## config.mk

```make
export PLATFORM = sky130hd
export DESIGN_NAME = if_id_queue
export DESIGN_NICKNAME = d
export VERILOG_FILES = /design/src/rtl/if_id_queue.sv
export SDC_FILE = /design/constraint.sdc
export NUM_CORES = 1
export LEC_CHECK = 0
export CORE_MARGIN = 2
export CORE_UTILIZATION = 30
export CTS_BUF_LIST = sky130_fd_sc_hd__clkbuf_2 sky130_fd_sc_hd__clkbuf_4 sky130_fd_sc_hd__clkbuf_8
export CTS_CLUSTER_SIZE = 40
export DETAILED_ROUTE_END_ITERATION = 6
export SLEW_MARGIN = 10
export SYNTH_ARGS = -nofsm -noshare
export SYNTH_HDL_FRONTEND = slang
export SYNTH_SLANG_ARGS = --single-unit
```

## constraint.sdc

```tcl
create_clock -name Clk -period 5.6 [get_ports Clk]
set_clock_uncertainty 0.15 [all_clocks]
set_input_delay 1.68 -clock Clk [delete_from_list [all_inputs] [get_ports Clk]]
set_output_delay 1.68 -clock Clk [all_outputs]
set_load 0.05 [all_outputs]
```

## src/rtl/if_id_queue.sv

```systemverilog
// Fetch-to-decode instruction queue.
// Buffers inst/pc4 pairs; flush on redirect; NOP when empty.
module if_id_queue #(
  parameter int DEPTH = 2,
  localparam int PTRW = $clog2(DEPTH)
) (
  input  logic            Clk,
  input  logic            Rst,
  input  logic            in_valid,
  input  logic [31:0]     in_inst,
  input  logic [31:0]     in_pc4,
  output logic            in_ready,
  input  logic            flush,
  output logic            out_valid,
  output logic [31:0]     out_inst,
  output logic [31:0]     out_pc4,
  input  logic            out_ready,
  output logic [PTRW:0]   count
);

  typedef enum logic [1:0] {
    EMPTY,
    PARTIAL,
    FULL
  } occ_t;

  localparam logic [PTRW:0] CNT_FULL =
    (PTRW+1)'(DEPTH);

  logic [31:0]   inst_mem [DEPTH];
  logic [31:0]   pc4_mem  [DEPTH];
  logic [PTRW-1:0] wr_ptr;
  logic [PTRW-1:0] rd_ptr;
  logic [PTRW:0]   count_q;
  logic [PTRW:0]   count_nxt;
  occ_t            occ;
  logic            push;
  logic            pop;

  // Occupancy class derived from the counter.
  always_comb begin
    occ = PARTIAL;
    unique case (1'b1)
      (count_q == '0):       occ = EMPTY;
      (count_q == CNT_FULL): occ = FULL;
      default:               occ = PARTIAL;
    endcase
  end

  assign in_ready  = (occ != FULL) & ~Rst;
  assign out_valid = (occ != EMPTY);
  assign push      = in_valid & in_ready;
  assign pop       = out_valid & out_ready;
  assign count     = count_q;

  // Head entry, forced to NOP when nothing is queued.
  always_comb begin
    out_inst = '0;
    out_pc4  = '0;
    if (out_valid) begin
      out_inst = inst_mem[rd_ptr];
      out_pc4  = pc4_mem[rd_ptr];
    end
  end

  // Next occupancy; simultaneous push and pop cancel.
  always_comb begin
    count_nxt = count_q;
    unique case (1'b1)
      (push & ~pop): count_nxt = count_q + 1'b1;
      (pop & ~push): count_nxt = count_q - 1'b1;
      default:       count_nxt = count_q;
    endcase
  end

  // Storage is never cleared; gating hides stale words.
  always_ff @(posedge Clk) begin
    if (push) begin
      inst_mem[wr_ptr] <= in_inst;
      pc4_mem[wr_ptr]  <= in_pc4;
    end
  end

  // Pointer/count state; reset beats flush, flush beats traffic.
  always_ff @(posedge Clk) begin
    if (Rst) begin
      wr_ptr  <= '0;
      rd_ptr  <= '0;
      count_q <= '0;
    end else if (flush) begin
      wr_ptr  <= '0;
      rd_ptr  <= '0;
      count_q <= '0;
    end else begin
      if (push) wr_ptr <= wr_ptr + PTRW'(1);
      if (pop)  rd_ptr <= rd_ptr + PTRW'(1);
      count_q <= count_nxt;
    end
  end

endmodule

```

==> results of run 1 <==
[flip-flops by register name, indices dropped and copies added (netlist names), named ones only]
register,flops
count,2
rd_ptr,1
pc4_mem,64
inst_mem,64
wr_ptr,1
[how the worst min path moves through the flow]
stage                        start                   to  cells past startpoint
3_5_place_dp   rd_ptr$_SDFFE_PP0P_            flip-flop                      2
2_1_floorplan  wr_ptr$_SDFFE_PP0P_  wr_ptr$_SDFFE_PP0P_                      2
6_report       rd_ptr$_SDFFE_PP0P_            flip-flop                      2
4_1_cts        rd_ptr$_SDFFE_PP0P_            flip-flop                      2
5_1_grt        rd_ptr$_SDFFE_PP0P_            flip-flop                      2
3_3_place_gp   rd_ptr$_SDFFE_PP0P_  rd_ptr$_SDFFE_PP0P_                      2
[critical path, delay by kind of cell]
family / cells / cell delay [ns]
and+or+nand+nor: 1 / 0.17
buffers and inverters: 2 / 1.28
[cell usage in the layout, fill, tap and decap left out]
cell and n:
bufinv_16 4, clkinv_1 1, or2_2 1, xnor2_1 1
dfxtp_1 4, nor2b_1 1, buf_12 2, or3_1 3
o21ai_0 3, clkdlybuf4s50_1 136, xor2_1 2, clkinv_2 4
a21oi_1 2, clkinv_4 3, clkbuf_8 17, dfxtp_4 1
buf_4 2, edfxtp_1 128, clkinvlp_4 2, and3_4 1
nor2_1 68, mux2i_1 64, nor2_4 2, ha_1 1
inv_1 3, clkbuf_4 1
[cell families (layout without fill, tap and decap cells)]
kind of cell	count (synthesis)	after routing
DFF	133	133
and+or+nand+nor	76	76
muxes	64	64
buffers and inverters	17	175
AOI/OAI and AO/OA	5	5
xor gates and xnor gates	3	3
adders and majority gates	1	1
[cell type report]
cell class / instances / area, µm²
tap: 220 / 275.3
clock inverter: 14 / 185.2
fill: 1480 / 9423
inverter: 3 / 11.26
clock buffer: 18 / 241.5
multi-input combinational: 149 / 1025
sequential: 133 / 3948
timing repair buffer: 140 / 1416
[routing by layer]
| layer | wire length, µm | vias to the layer above | share of wire |
|---|---|---|---|
| li1 | - | 1398 | - |
| met1 | 4210 | 1403 | 0.42 |
| met3 | 532 | 9 | 0.053 |
| met5 | 0 | - | 0 |
| met4 | 129 | 0 | 0.013 |
| met2 | 5244 | 83 | 0.52 |
[power by group]
group | internal [W] | switching, W
clock network | 0.000487 | 0.000367
registers | 0.00112 | 0.0000104
logic | 0.0000904 | 0.000121
[through the flow]
step / cell area, µm² / power, W / setup slack [ns] / hold slack [ns] / utilization
final: 7102 / 0.002197 / 0.6277 / 0.3592 / 0.4298
after global routing: 7102 / 0.002280 / 0.6152 / 0.3875 / 0.4298
after CTS: 7102 / 0.002229 / 0.6362 / 0.3638 / 0.4298
after detailed placement: 6675 / 0.001368 / 0.6364 / 0.3487 / 0.4040
after global placement: 6675 / 0.001364 / 0.6910 / 0.3389 / 0.4040
after floorplan: 5044 / 0.001262 / 0.1981 / 0.3157 / -
==> summary.txt, run 1 <==
Timing
  – Setup TNS: 0 ns
  – Least-Margin Pin Slew: around 1.0 ns
  – Max Slew Vio Count: 0
  – RSZ-0062 raised after global routing: false
  – Final hold vios: 0
  – Fin crit share: 0.8879
  – Min Tclk post-route: slightly below 5 ns
  – Peak Freq: 201.1 MHz
  – Slew HR: 0.3083
  – Finish-stage setup viols: 0

Placement
  – PortBufs: about 140
  – Post-Place Cells: around 650
  – Final Wtd Congestion: around 0.74
  – DP HPWL: 6144 µm

Critical path
  – Worst setup SP type: primary input
  – Worst-path fanout max: 3
  – CP most frequent cell: clkdlybuf4s50_1
  – Worst Setup End Kind: output port
  – Worst path arrival time: 3.14 ns
  – Crit path launch: Rst
  – Reg-to-Reg End: pc4_mem[0][4]$_DFFE_PP_
  – Reg2Reg Setup Slack: about 3.1 ns
  – CP cell instances: clkdlybuf4s50_1 > nor2_1 > clkdlybuf4s50_1
  – Slowest CP cell: clkdlybuf4s50_1
  – Slowest cell delay on critical path: 0.84 ns
  – Worst Reg-to-Reg Cells: 4
  – Critical path class: in2out
  – R2r startpoint: count[0]$_SDFFE_PP0P_
  – Worst Setup EP: in_ready
  – Crit path required time: between 3 and 4 ns

Synthesis
  – Post-synth top flop: edfxtp_1
  – Post-synthesis compound-gate area fraction: 0.004962
  – Yosys reg bits: approximately 130
  – Part of the Yosys area used for sequential elements: 0.7819
  – Largest family of logic cells by synthesized area: multiplexers
  – EDFF count, synth: approximately 130
  – Post-synthesis adder-cell area fraction: 0.002481
  – Most common cell in the netlist: edfxtp_1
  – Synth Warn #: 0
  – Leading area contributor after synthesis: edfxtp_1
  – Async S/R FF share, synth: 0
  – Mean post-synth cell area: between 15 and 20 µm²
  – Synthesized Nets: about 370
  – Syn Std Cell Area: a little over 5000 µm²
  – Simple-Gate Fraction of Synth Area: 0.05954
  – Commonest cells in the netlist: 128 x edfxtp_1, 70 x nor2_1, 64 x mux2i_1, 7 x buf_2, 6 x buf_4
  – Post-synthesis cell type count: 17
  – Ranking of synthesized cells by area: edfxtp_1 76%, mux2i_1 13%, nor2_1 5.2%, dfxtp_1 2.0%, buf_4 0.89%
  – Multiplexer area fraction after synthesis: 0.1270
  – Post-Syn Instances: around 300
  – Xor-xnor portion of the synthesized cell area: 0.005210
  – Synth top area share: 0.7621

GRT
  – Routing usage on met2: 0.2030
  – GRT Total Usage: 0.1177
  – Grt peak-use layer: met2
  – Gr ovfl total: 0
  – M3 GR Usage: 0.04566
  – Global-route wire length before repair: about 16,000 µm
  – Vias in the first global route: roughly 3,100
  – Initial antenna violation count: 0
  – GR met1 Demand/Resource: 0.1321
  – Largest net degree at the start of global routing: 65

CTS
  – Cts hold-fix bufs: 0
  – CTS tree: done
  – Clk slew on worst S/H paths: 0.08 ns
  – Worst-Skew Late Latency: 0.43 ns
  – Inserted Clock Buffers: 17
  – CTS max path bufs: 2
  – CTS Sinks: 133
  – Root Driver: clkbuf_8
  – Setup Fix Bufs, Post-CTS: 0
  – # H-tree levels: 4
  – Cts repair resizes: 0

Hold path
  – Min-Delay Path Class: reg2reg

Pwr
  – Power per Cell Area: ~310 nW/µm²
  – Leak Pwr: roughly 2.2 nW
  – Worst vdd ir: roughly 0.13 mV

Detailed routing
  – Initial DRC Count: between 100 and 150
  – ANT nets after route: 0
  – Pre-antenna DRT Iters: 4
  – DRC Markers: 0
  – DR vias: approximately 2,900
  – Vias per inst: approximately 4.3
  – DRT Wirelength: 10,120 µm
  – WL/cell: around 15 µm

Floorplanning
  – IO Pins: 137
  – Die X: between 100 and 150 µm
  – Initial Utilization: 0.3052
  – Die H: approximately 130 µm
  – Core footprint: between 15,000 and 20,000 µm²
  – DIE AREA: 17,870 µm²
  – Number of core rows: 47

Cells and area
  – Layout cell share with drive strength beyond 1: 0.08753
  – N_diodes: 0
  – Area Growth Syn to Fin: 40.81%
  – Final Net Count: roughly 500
  – Final cell count without fillers: 677

Run
  – Max Cap Viol: 0

Status
  – Status: complete, no violations
(Power assumes the default switching activity.)
==> run 2: changes to the inputs <==
--- a/config.mk
+++ b/config.mk
@@ -5,6 +5,7 @@
 export SDC_FILE = /design/constraint.sdc
 export NUM_CORES = 1
 export LEC_CHECK = 0
+export ABC_AREA = 1
 export CORE_MARGIN = 2
 export CORE_UTILIZATION = 30
 export CTS_BUF_LIST = sky130_fd_sc_hd__clkbuf_2 sky130_fd_sc_hd__clkbuf_4 sky130_fd_sc_hd__clkbuf_8
==> run 2 against run 1 <==
Count of clock-buffer cells in the layout is 5 higher. Total power decreased by 7.1%. Fmax up 1.2%. First-iteration DRC count rose by 50%. Via count up 16%. Critical path depth is the same. Final area increased by 0.72%. Sequential power about the same. Synthesized cell count increased by 28%. Wire length rose by 12%. Highest routed layer unchanged.
==> summary.txt, run 2 <==
Status
  – Status: complete, no violations

CTS
  – Clk slew on worst S/H paths: 0.07 ns (about the same)
  – CTS max path bufs: 2 (unchanged)
  – CTS tree: done
  – Cts repair resizes: 0 (unchanged)
  – # H-tree levels: 4 (unchanged)
  – Cts hold-fix bufs: 0 (unchanged)
  – CTS Sinks: 133 (unchanged)
  – Root Driver: clkbuf_8
  – Worst-Skew Late Latency: 0.43 ns (about the same)
  – Setup Fix Bufs, Post-CTS: 0 (unchanged)
  – Inserted Clock Buffers: 17 (unchanged)

Timing
  – RSZ-0062 raised after global routing: false
  – Min Tclk post-route: 4.912 ns (-0.06034 ns)
  – Finish-stage setup viols: 0 (unchanged)
  – Final hold vios: 0 (unchanged)
  – Max Slew Vio Count: 0 (unchanged)
  – Least-Margin Pin Slew: 0.8988 ns (-0.1388 ns)
  – Slew HR: 0.4008 (+0.09254)
  – Setup TNS: 0 ns (unchanged)
  – Peak Freq: 203.6 MHz (+1.2%)
  – Fin crit share: 0.8771 (-0.01077)

Synthesis
  – EDFF count, synth: 128 (unchanged)
  – Syn Std Cell Area: 5245 µm² (+4.0%)
  – Yosys reg bits: 133 (unchanged)
  – Synthesized Nets: 454 (+23%)
  – Leading area contributor after synthesis: edfxtp_1
  – Post-synth top flop: edfxtp_1
  – Synth top area share: 0.7328 (-0.02927)
  – Post-Syn Instances: 384 (+28%)
  – Ranking of synthesized cells by area: edfxtp_1 73%, nand2_1 9.9%, a21oi_2 8.2%, dfxtp_1 1.9%, a21oi_1 1.6%
  – Commonest cells in the netlist: 139 x nand2_1, 128 x edfxtp_1, 49 x a21oi_2, 17 x a21oi_1
  – Mean post-synth cell area: 13.66 µm² (-19%)
  – Part of the Yosys area used for sequential elements: 0.7519 (-0.03003)
  – Most common cell in the netlist: nand2_1
  – Async S/R FF share, synth: 0 (unchanged)
  – Synth Warn #: 0 (unchanged)
  – Post-synthesis cell type count: 15 (-2)

GRT
  – Largest net degree at the start of global routing: 65 (unchanged)
  – GRT Total Usage: 0.1265 (+0.008807)
  – Global-route wire length before repair: 17,480 µm (+10%)
  – Vias in the first global route: 3,369 (+10%)
  – Gr ovfl total: 0 (unchanged)
  – Initial antenna violation count: 0 (unchanged)

Placement
  – Final Wtd Congestion: 0.7034 (-5.0%)
  – PortBufs: 136 (unchanged)
  – DP HPWL: 6730 µm (+9.5%)

Detailed routing
  – Pre-antenna DRT Iters: 4 (unchanged)
  – DR vias: 3,356 (+16%)
  – DRC Markers: 0 (unchanged)
  – WL/cell: 14.84 µm (-0.66%)
  – ANT nets after route: 0 (unchanged)
  – Initial DRC Count: 171 (+50%)
  – DRT Wirelength: 11,310 µm (+12%)
  – Vias per inst: 4.404 (+3.1%)

Floorplanning
  – DIE AREA: 18,560 µm² (+3.9%)
  – Die X: 136.2 µm (+1.9%)
  – Core footprint: 17,180 µm² (+3.9%)
  – Die H: 136.2 µm (+1.9%)
  – IO Pins: 137 (unchanged)
  – Number of core rows: 48 (+2.1%)
  – Initial Utilization: 0.3054 (about the same)

Cells and area
  – Layout cell share with drive strength beyond 1: 0.1676 (+0.08007)
  – N_diodes: 0 (unchanged)
  – Commonest non-fill, non-tap cells in the layout: 139 x nand2_1, 136 x clkdlybuf4s50_1, 128 x edfxtp_1, 49 x a21oi_2
  – Final Net Count: 595 (+16%)
  – Most common cell after layout, fill and taps aside: nand2_1
  – Area Growth Syn to Fin: 36.38%

Critical path
  – Reg-to-Reg End: count[1]$_SDFFE_PP0P_
  – Worst-path fanout max: 3 (unchanged)
  – Worst path arrival time: 3.08 ns (-0.06 ns)
  – Crit path required time: 3.77 ns (about the same)
  – Reg2Reg Setup Slack: 3.47 ns (+0.41 ns)
  – Worst Setup End Kind: output port
  – Critical path class: in2out
  – Worst setup SP type: primary input
  – R2r startpoint: count[1]$_SDFFE_PP0P_
  – Worst Reg-to-Reg Cells: 7 (+3)

Pwr
  – Power per Cell Area: 285.3 nW/µm² (-7.8%)
  – Final Power: 0.002041 W (-7.1%)
  – Worst vdd ir: 0.1611 mV (+19%)
  – Leak Pwr: 2.394 nW (+6.5%)

Run
  – Max Cap Viol: 0 (unchanged)

Hold path
  – Hold_sp: rd_ptr$_SDFFE_PP0P_
  – Worst hold stages: 2 (unchanged)
  – Min-Delay Path Class: reg2reg
[run 2: changes by cell type in the layout (fill, tap and decap cells not counted), sizes merged, moves of 3 or more]
cell	delta
nand2	+139
a21oi	+64
mux2i	-64
nor2	-58
inv	+7
clkbuf	+5
bufinv	-3
o21ai	-3
or3	-3
[run 2: how the worst max path moves through the flow]
| stage | start | end | cells after the start |
|---|---|---|---|
| floorplan | Rst | inst_mem[0][0]$_DFFE_PP_ | 3 |
| global placement | Rst | in_ready | 3 |
| detailed placement | Rst | in_ready | 3 |
| CTS | Rst | in_ready | 3 |
| global route | Rst | in_ready | 3 |
| finish | Rst | in_ready | 3 |
[run 2: cell families after synthesis]
kind of cell	synth area share
AOI/OAI and AO/OA	0.09804
buffers and inverters	0.03483
DFF	0.7519
and+or+nand+nor	0.1128
adders and majority gates	0.002385
[run 2: power breakdown]
part	switching, W	leakage, nW	total [W]	internal, W
registers	0.00000780	1.22	0.00113	0.00112
logic	0.000120	0.996	0.000203	0.0000828
clock network	0.000341	0.182	0.000710	0.000369
[run 2: layout make-up]
type | instances | area (µm²)
fill | 1609 | 10020
clock inverter | 8 | 60.06
inverter | 10 | 37.54
tap | 225 | 281.5
clock buffer | 23 | 279.0
timing repair buffer | 142 | 1419
sequential | 133 | 3945
multi-input combinational | 221 | 1131
[run 2: worst max-delay path: stages]
cell	delay, ns
clkdlybuf4s50_1	0.45
a21oi_1	0.14
clkdlybuf4s50_1	0.81
[run 2: metal layers]
metal  GRT usage  vias to the layer above  share of wire
met5           0                        -              0
met4     0.05035                        0          0.013
met3     0.04661                        9          0.063
met2      0.2097                       97           0.50
met1      0.1492                     1628           0.43
li1            -                     1622              -
[run 2: metrics by stage]
stage,cell area [µm²],util,hold WS [ns],cells,worst slack (ns)
after global routing,7153,0.4164,0.3755,762,0.6629
after detailed placement,6814,0.3967,0.3440,731,0.6808
final,7153,0.4164,0.3548,762,0.6880
after CTS,7153,0.4164,0.3607,762,0.6814
after global placement,6814,0.3967,0.3310,731,0.6942
after floorplan,5245,-,0.3169,384,0.4397
==> run 3: changes to the inputs <==
--- a/config.mk
+++ b/config.mk
@@ -11,6 +11,7 @@
 export CTS_BUF_LIST = sky130_fd_sc_hd__clkbuf_2 sky130_fd_sc_hd__clkbuf_4 sky130_fd_sc_hd__clkbuf_8
 export CTS_CLUSTER_SIZE = 40
 export DETAILED_ROUTE_END_ITERATION = 6
+export HOLD_SLACK_MARGIN = 0.08
 export SLEW_MARGIN = 10
 export SYNTH_ARGS = -nofsm -noshare
 export SYNTH_HDL_FRONTEND = slang
==> results of run 3 <==
Final layout, timing and power as in run 2 (identical DEF).
